[src/rtl/controle_linhas_bloq_pkg.sv]
// Shared definitions for the block-row controller: FSM encoding,
// board limits and default timing parameters.
package controle_linhas_bloq_pkg;

   typedef enum logic [1:0] {
      OCIOSO    = 2'd0,
      PEDIDO    = 2'd1,
      INTERVALO = 2'd2,
      ERRO      = 2'd3
   } estado_t;

   localparam int MAX_LINHAS       = 7;
   localparam int LARGURA_LINHAS   = 3;
   localparam int LARGURA_CONTADOR = 8;
   localparam int INTERVALO_PADRAO = 8;
   localparam int TIMEOUT_PADRAO   = 255;

endpackage

[src/rtl/controle_linhas_bloq_if.sv]
// Handshake bus between the row controller (master) and the board writer (slave).
interface controle_linhas_bloq_if;
   import controle_linhas_bloq_pkg::*;

   logic                      req;
   logic                      op;
   logic [LARGURA_LINHAS-1:0] linha_idx;
   logic                      ack;

   modport master (output req, output op, output linha_idx, input ack);
   modport slave  (input req, input op, input linha_idx, output ack);

endinterface

[src/rtl/controle_linhas_bloq_contador_intervalo.sv]
// 8-bit loadable counter with count enable and zero flag. The counting
// direction is fixed per instance: down for cooldown, up for timeout.
module contador_intervalo #(
   parameter bit CRESCENTE = 1'b0
) (
   input  logic       clock,
   input  logic       reset_n,
   input  logic       carrega,
   input  logic       habilita,
   input  logic [7:0] valor_carga,
   output logic [7:0] valor,
   output logic       zero
);

   // Load has priority over counting; counting only happens when enabled.
   always_ff @(posedge clock or negedge reset_n) begin
      if (!reset_n) begin
         valor <= 8'd0;
      end else if (carrega) begin
         valor <= valor_carga;
      end else if (habilita) begin
         valor <= CRESCENTE ? valor + 8'd1 : valor - 8'd1;
      end
   end

   assign zero = (valor == 8'd0);

endmodule

[src/rtl/controle_linhas_bloq.sv]
// Block-row controller: walks the number of rows on the board towards the
// target one row at a time, with a req/ack handshake per row, an enforced
// cooldown between operations and a timeout on a missing ack.
module controle_linhas_bloq #(
   parameter int INTERVALO = controle_linhas_bloq_pkg::INTERVALO_PADRAO,
   parameter int TIMEOUT   = controle_linhas_bloq_pkg::TIMEOUT_PADRAO
) (
   input  logic                  clock,
   input  logic                  reset_n,
   input  logic                  enable,
   input  logic                  pausa,
   input  logic [2:0]            linhas_alvo,
   controle_linhas_bloq_if.master barramento,
   output logic [2:0]            linhas_aplicadas,
   output logic                  ocupado,
   output logic                  erro_timeout
);
   import controle_linhas_bloq_pkg::*;

   localparam logic [7:0] CARGA_INTERVALO = 8'(INTERVALO - 1);
   localparam logic [7:0] FIM_TIMEOUT     = 8'(TIMEOUT - 1);

   estado_t    estado;
   estado_t    proximo;
   logic       op_q;
   logic [2:0] idx_q;
   logic [2:0] aplicadas_q;
   logic       insere;
   logic       inicia;
   logic       conclui;
   logic       carrega_intervalo;
   logic       habilita_intervalo;
   logic       carrega_timeout;
   logic       habilita_timeout;
   logic [7:0] valor_intervalo;
   logic       zero_intervalo;
   logic [7:0] valor_timeout;
   logic       zero_timeout;
   logic       contadores_unused;

   assign insere = (linhas_alvo > aplicadas_q);

   // State register; reset forces the idle state immediately.
   always_ff @(posedge clock or negedge reset_n) begin
      if (!reset_n) begin
         estado <= OCIOSO;
      end else begin
         estado <= proximo;
      end
   end

   // Next-state and counter control. An ack always wins over an expiring timeout.
   always_comb begin
      proximo            = estado;
      inicia             = 1'b0;
      conclui            = 1'b0;
      carrega_intervalo  = 1'b0;
      habilita_intervalo = 1'b0;
      carrega_timeout    = 1'b0;
      habilita_timeout   = 1'b0;
      case (estado)
         OCIOSO: begin
            if (enable && !pausa && (linhas_alvo != aplicadas_q)) begin
               proximo         = PEDIDO;
               inicia          = 1'b1;
               carrega_timeout = 1'b1;
            end
         end
         PEDIDO: begin
            if (barramento.ack) begin
               proximo           = controle_linhas_bloq_pkg::INTERVALO;
               conclui           = 1'b1;
               carrega_intervalo = 1'b1;
            end else if (valor_timeout == FIM_TIMEOUT) begin
               proximo = ERRO;
            end else begin
               habilita_timeout = 1'b1;
            end
         end
         controle_linhas_bloq_pkg::INTERVALO: begin
            if (zero_intervalo) begin
               proximo = OCIOSO;
            end else if (!pausa) begin
               habilita_intervalo = 1'b1;
            end
         end
         ERRO: begin
            if (!enable) begin
               proximo = OCIOSO;
            end
         end
         default: proximo = OCIOSO;
      endcase
   end

   // Latch the operation when a request starts and apply it when acknowledged.
   always_ff @(posedge clock or negedge reset_n) begin
      if (!reset_n) begin
         op_q        <= 1'b0;
         idx_q       <= 3'd0;
         aplicadas_q <= 3'd0;
      end else begin
         if (inicia) begin
            op_q  <= insere;
            idx_q <= insere ? aplicadas_q : aplicadas_q - 3'd1;
         end
         if (conclui) begin
            aplicadas_q <= op_q ? aplicadas_q + 3'd1 : aplicadas_q - 3'd1;
         end
      end
   end

   contador_intervalo #(.CRESCENTE(1'b0)) u_cooldown (
      .clock       (clock),
      .reset_n     (reset_n),
      .carrega     (carrega_intervalo),
      .habilita    (habilita_intervalo),
      .valor_carga (CARGA_INTERVALO),
      .valor       (valor_intervalo),
      .zero        (zero_intervalo)
   );

   contador_intervalo #(.CRESCENTE(1'b1)) u_timeout (
      .clock       (clock),
      .reset_n     (reset_n),
      .carrega     (carrega_timeout),
      .habilita    (habilita_timeout),
      .valor_carga (8'd0),
      .valor       (valor_timeout),
      .zero        (zero_timeout)
   );

   assign contadores_unused = ^{valor_intervalo, zero_timeout};

   assign barramento.req       = (estado == PEDIDO);
   assign barramento.op        = op_q;
   assign barramento.linha_idx = idx_q;
   assign linhas_aplicadas     = aplicadas_q;
   assign ocupado              = (estado != OCIOSO);
   assign erro_timeout         = (estado == ERRO);

endmodule
[src/flat_wrapper.sv]
// flat-port wrapper written by rule: the top's interface ports become plain ports
module controle_linhas_bloq_flat import controle_linhas_bloq_pkg::*;
#(
   parameter int INTERVALO = controle_linhas_bloq_pkg::INTERVALO_PADRAO,
   parameter int TIMEOUT   = controle_linhas_bloq_pkg::TIMEOUT_PADRAO
)
  (clock, reset_n, enable, pausa, linhas_alvo, linhas_aplicadas, ocupado, erro_timeout, barramento_req, barramento_op, barramento_linha_idx, barramento_ack);
  controle_linhas_bloq_if barramento_i ();
  input  logic clock;
  input  logic reset_n;
  input  logic enable;
  input  logic pausa;
  input  logic [2:0] linhas_alvo;
  output logic [2:0] linhas_aplicadas;
  output logic ocupado;
  output logic erro_timeout;
  output wire logic [$bits(barramento_i.req)-1:0] barramento_req;
  output wire logic [$bits(barramento_i.op)-1:0] barramento_op;
  output wire logic [$bits(barramento_i.linha_idx)-1:0] barramento_linha_idx;
  input wire logic [$bits(barramento_i.ack)-1:0] barramento_ack;
  assign barramento_req = barramento_i.req;
  assign barramento_op = barramento_i.op;
  assign barramento_linha_idx = barramento_i.linha_idx;
  assign barramento_i.ack = barramento_ack;
  controle_linhas_bloq #(.INTERVALO(INTERVALO), .TIMEOUT(TIMEOUT)) u_core (.clock(clock), .reset_n(reset_n), .enable(enable), .pausa(pausa), .linhas_alvo(linhas_alvo), .barramento(barramento_i), .linhas_aplicadas(linhas_aplicadas), .ocupado(ocupado), .erro_timeout(erro_timeout));
endmodule
[config.mk]
export PLATFORM = sky130hd
export DESIGN_NAME = controle_linhas_bloq_flat
export DESIGN_NICKNAME = d
export VERILOG_FILES = /design/src/rtl/controle_linhas_bloq_pkg.sv /design/src/rtl/controle_linhas_bloq_if.sv /design/src/rtl/controle_linhas_bloq_contador_intervalo.sv /design/src/rtl/controle_linhas_bloq.sv /design/src/flat_wrapper.sv
export SDC_FILE = /design/constraint.sdc
export NUM_CORES = 1
export LEC_CHECK = 0
export CORE_MARGIN = 2
export CORE_UTILIZATION = 40
export DETAILED_ROUTE_END_ITERATION = 16
export PLACE_DENSITY = 0.71
export SETUP_SLACK_MARGIN = 0.05
export SLEW_MARGIN = 20
export SYNTH_ARGS = -nofsm -noshare
export SYNTH_HDL_FRONTEND = slang
export SYNTH_SLANG_ARGS = --single-unit
export TNS_END_PERCENT = 5
[constraint.sdc]
create_clock -name clock -period 5.1 [get_ports clock]
set_input_delay 1.53 -clock clock [delete_from_list [all_inputs] [get_ports clock]]
set_output_delay 1.53 -clock clock [all_outputs]
set_load 0.02 [all_outputs]
==> impl_results.md <==
* Deepest clock path buffer count at 2
* Max Slew Vio Count at 0
* Dominant cells by area after synthesis: dfrtp_1 (45%), ha_1 (8.1%), nor2_1 (5.1%)
* Row Count at 21
* Hold path start: u_core.barramento.linha_idx[0]
* TritonCTS clock tree: yes
* Port Buf Inserts at 17
* FFs w/ async S/R, synth at 100.0%
* Max_cap viols at 0
* Wire per inst at 13.04 um
* Remaining antenna violation count at 0
* Crit path max fanout at 9
* Critical path required time at 3570 ps
* WL final at 2791 um
* R2R Setup Slk at 3090 ps
* Pin count of the biggest net entering global routing at 26
* Area fraction of the dominant cell type after synthesis at 44.76%
* Min cycle time layout at 3274 ps
* Clock Skew at 3.955 ps
* CP Launch Type: flop
* Min setup slack post-route at 1826 ps
* Synth Register Bits at 25
* CTS sink cnt at 25
* Ant diodes at 0
* GP Congestion at 0.8802
* Number of buffers created by CTS at 3
* Met3 wire len at 63 um
* Reg2reg start: u_core.linhas_aplicadas[1]
* Worst-Margin Slew at 551.8 ps
* Initial antenna violation count at 0
* FF-to-FF End: u_core.barramento.linha_idx[1]
* Worst Hold Endpoint: u_core.barramento.linha_idx[0]
* Initial DRC Count at 51
* Hold_buf cts at 0
* Synth Cell Area at 1398 um2
* Mean area per synthesized cell at 9.380 um2
* Cells after Synth at 149
* Met2 wire length at 1374 um
* Post-CTS Setup Inserts at 0
* Max-slew headroom at 63.22%
* # setup viols final at 0
* FMAX at 305.4 MHz
* Root Driver: clkbuf_4
* Largest area contributor in the netlist: dfrtp_1
* Num ports at 18
* Final instance area at 1638 um2
* Starting Density at 41.88%
* First-pass GRT wire length at 4643 um
* Most frequent cells in the layout: dfrtp_1 (25), nor2_1 (19), nand2_1 (16), clkdlybuf4s50_1 (16), inv_1 (10)
* Final period utilization at 64.20%
* CORE AREA at 3337 um2
* Post-synth EDFFs at 0
* Dpl cell area at 1617 um2
* Distinct cells, synth at 37
* Fin Setup TNS at 0 ps
* WL met1 at 1303 um
* CP Capture Type: output pin
* Hold Crit Class: flop to flop
* DIE HEIGHT at 63.11 um
* Filler Cells Inserted at 321
* Worst Path Arrival at 1740 ps
* Vias in the first global route at 1,062
* Total GRT Usage at 14.61%
* Total power at 0.8559 mW
* Peak supply drop at 0.0002158 V
* Worst Reg-to-Reg Cells at 7
* Static Leak at 0.7337 nW
* Cts repair resizes at 0
* Pre-CTS WS at 1613 ps
* Hold Path Depth at 2
* WHS at 510.6 ps
* Main synth FF type: dfrtp_1
* Syn nets at 166
* Crit Path Class: flop to output pin
* CTS clk-pin slew, worst paths at 130 ps
* Run status: completed
* Commonest non-fill, non-tap cell in the layout: dfrtp_1
* Via count at 1,113
* Die ar. at 3983 um2
* DR DRC count at 0
* Power density over the cells at 522.6 nW/um2
* Die width at 63.11 um
* Drt first pass iters at 4
* Ys Warns at 0
* Area grow syn2layout at 17.19%
* H-tree depth at 1
* Final Hold Violating Endpoints at 0
* Vias per cell at 5.201
* Max layer used: met4
* NumNets Final at 186
* Fraction of layout cells with a size suffix above 1 at 6.548%
* Total congestion overflow at 0
* Worst-Skew Late Latency at 320 ps
* Seq/Total Area, Yosys at 44.76%
* RSZ-0062 raised after global routing: no
* HPWL Detailed at 2145 um
[metrics by stage]
step           std cells  util, %
2_1_floorplan        149        -
3_3_place_gp         210    48.44
3_5_place_dp         210    48.44
4_1_cts              214    49.23
5_1_grt              214    49.08
6_report             214    49.08
[power breakdown]
part	total (mW)	internal, mW	switching (mW)
Clock	0.0886	0.0306	0.0580
Sequential	0.338	0.265	0.0735
Combinational	0.429	0.203	0.226
[cell families (layout without fill, tap and decap cells)]
family	count (synthesis)	count (layout)	synth area share (%)
AND/OR/NAND/NOR	62	62	23.55
multiplexers	3	3	2.238
buffers and inverters	12	31	3.312
XOR/XNOR	10	10	6.267
AO/OA/AOI/OAI	28	28	11.82
flip-flops	25	25	44.76
adder cells (fa/ha/maj)	9	9	8.057
[final cells by class]
cell class / instances / area [um2] / area share (%)
timing repair buffer: 17 / 165.2 / 10.08
clock buffer: 4 / 26.28 / 1.604
tap: 46 / 57.56 / 3.514
multi-input combinational: 112 / 725.7 / 44.31
inverter: 10 / 37.54 / 2.292
sequential: 25 / 625.6 / 38.20
[layer usage]
layer / track usage, % / up-vias
met4: 4.167 / 0
met5: 0 / -
li1: - / 549
met2: 25.00 / 16
met1: 18.51 / 542
met3: 3.214 / 6
[how the worst max path moves through the flow]
stage | from | endpoint | slack, ps | cells past startpoint
global placement | linhas_alvo[1] | u_core.barramento.linha_idx[1] | 1740 | 7
floorplan | linhas_alvo[1] | u_core.barramento.linha_idx[1] | 2200 | 6
CTS | u_core.estado[0] | barramento_req | 1790 | 2
finish | u_core.estado[0] | barramento_req | 1830 | 2
detailed placement | linhas_alvo[1] | u_core.barramento.linha_idx[1] | 1610 | 7
global route | u_core.estado[0] | barramento_req | 1710 | 2
[synthesized netlist by cell type (3+ instances only)]
library cell	n
o21ai_0	7
ha_1	9
xnor2_1	7
inv_1	10
o21ai_1	6
a21oi_1	6
nand4_1	3
dfrtp_1	25
nor2b_1	4
xor2_1	3
nor2_1	19
nand3_1	4
nand2_1	16
[worst max-delay path, stage by stage, from the launching register on]
cell and delay [ps]:
dfrtp_1 510, nor2b_1 270, clkdlybuf4s50_1 650
[state kept, by name, summed over array words and instances, names as in the netlist]
register / cells
u_core.barramento.op: 1
u_core.u_cooldown.valor: 8
u_core.u_timeout.valor: 8
u_core.linhas_aplicadas: 3
u_core.estado: 2
u_core.barramento.linha_idx: 3
Power figures use the tool's default switching activity.
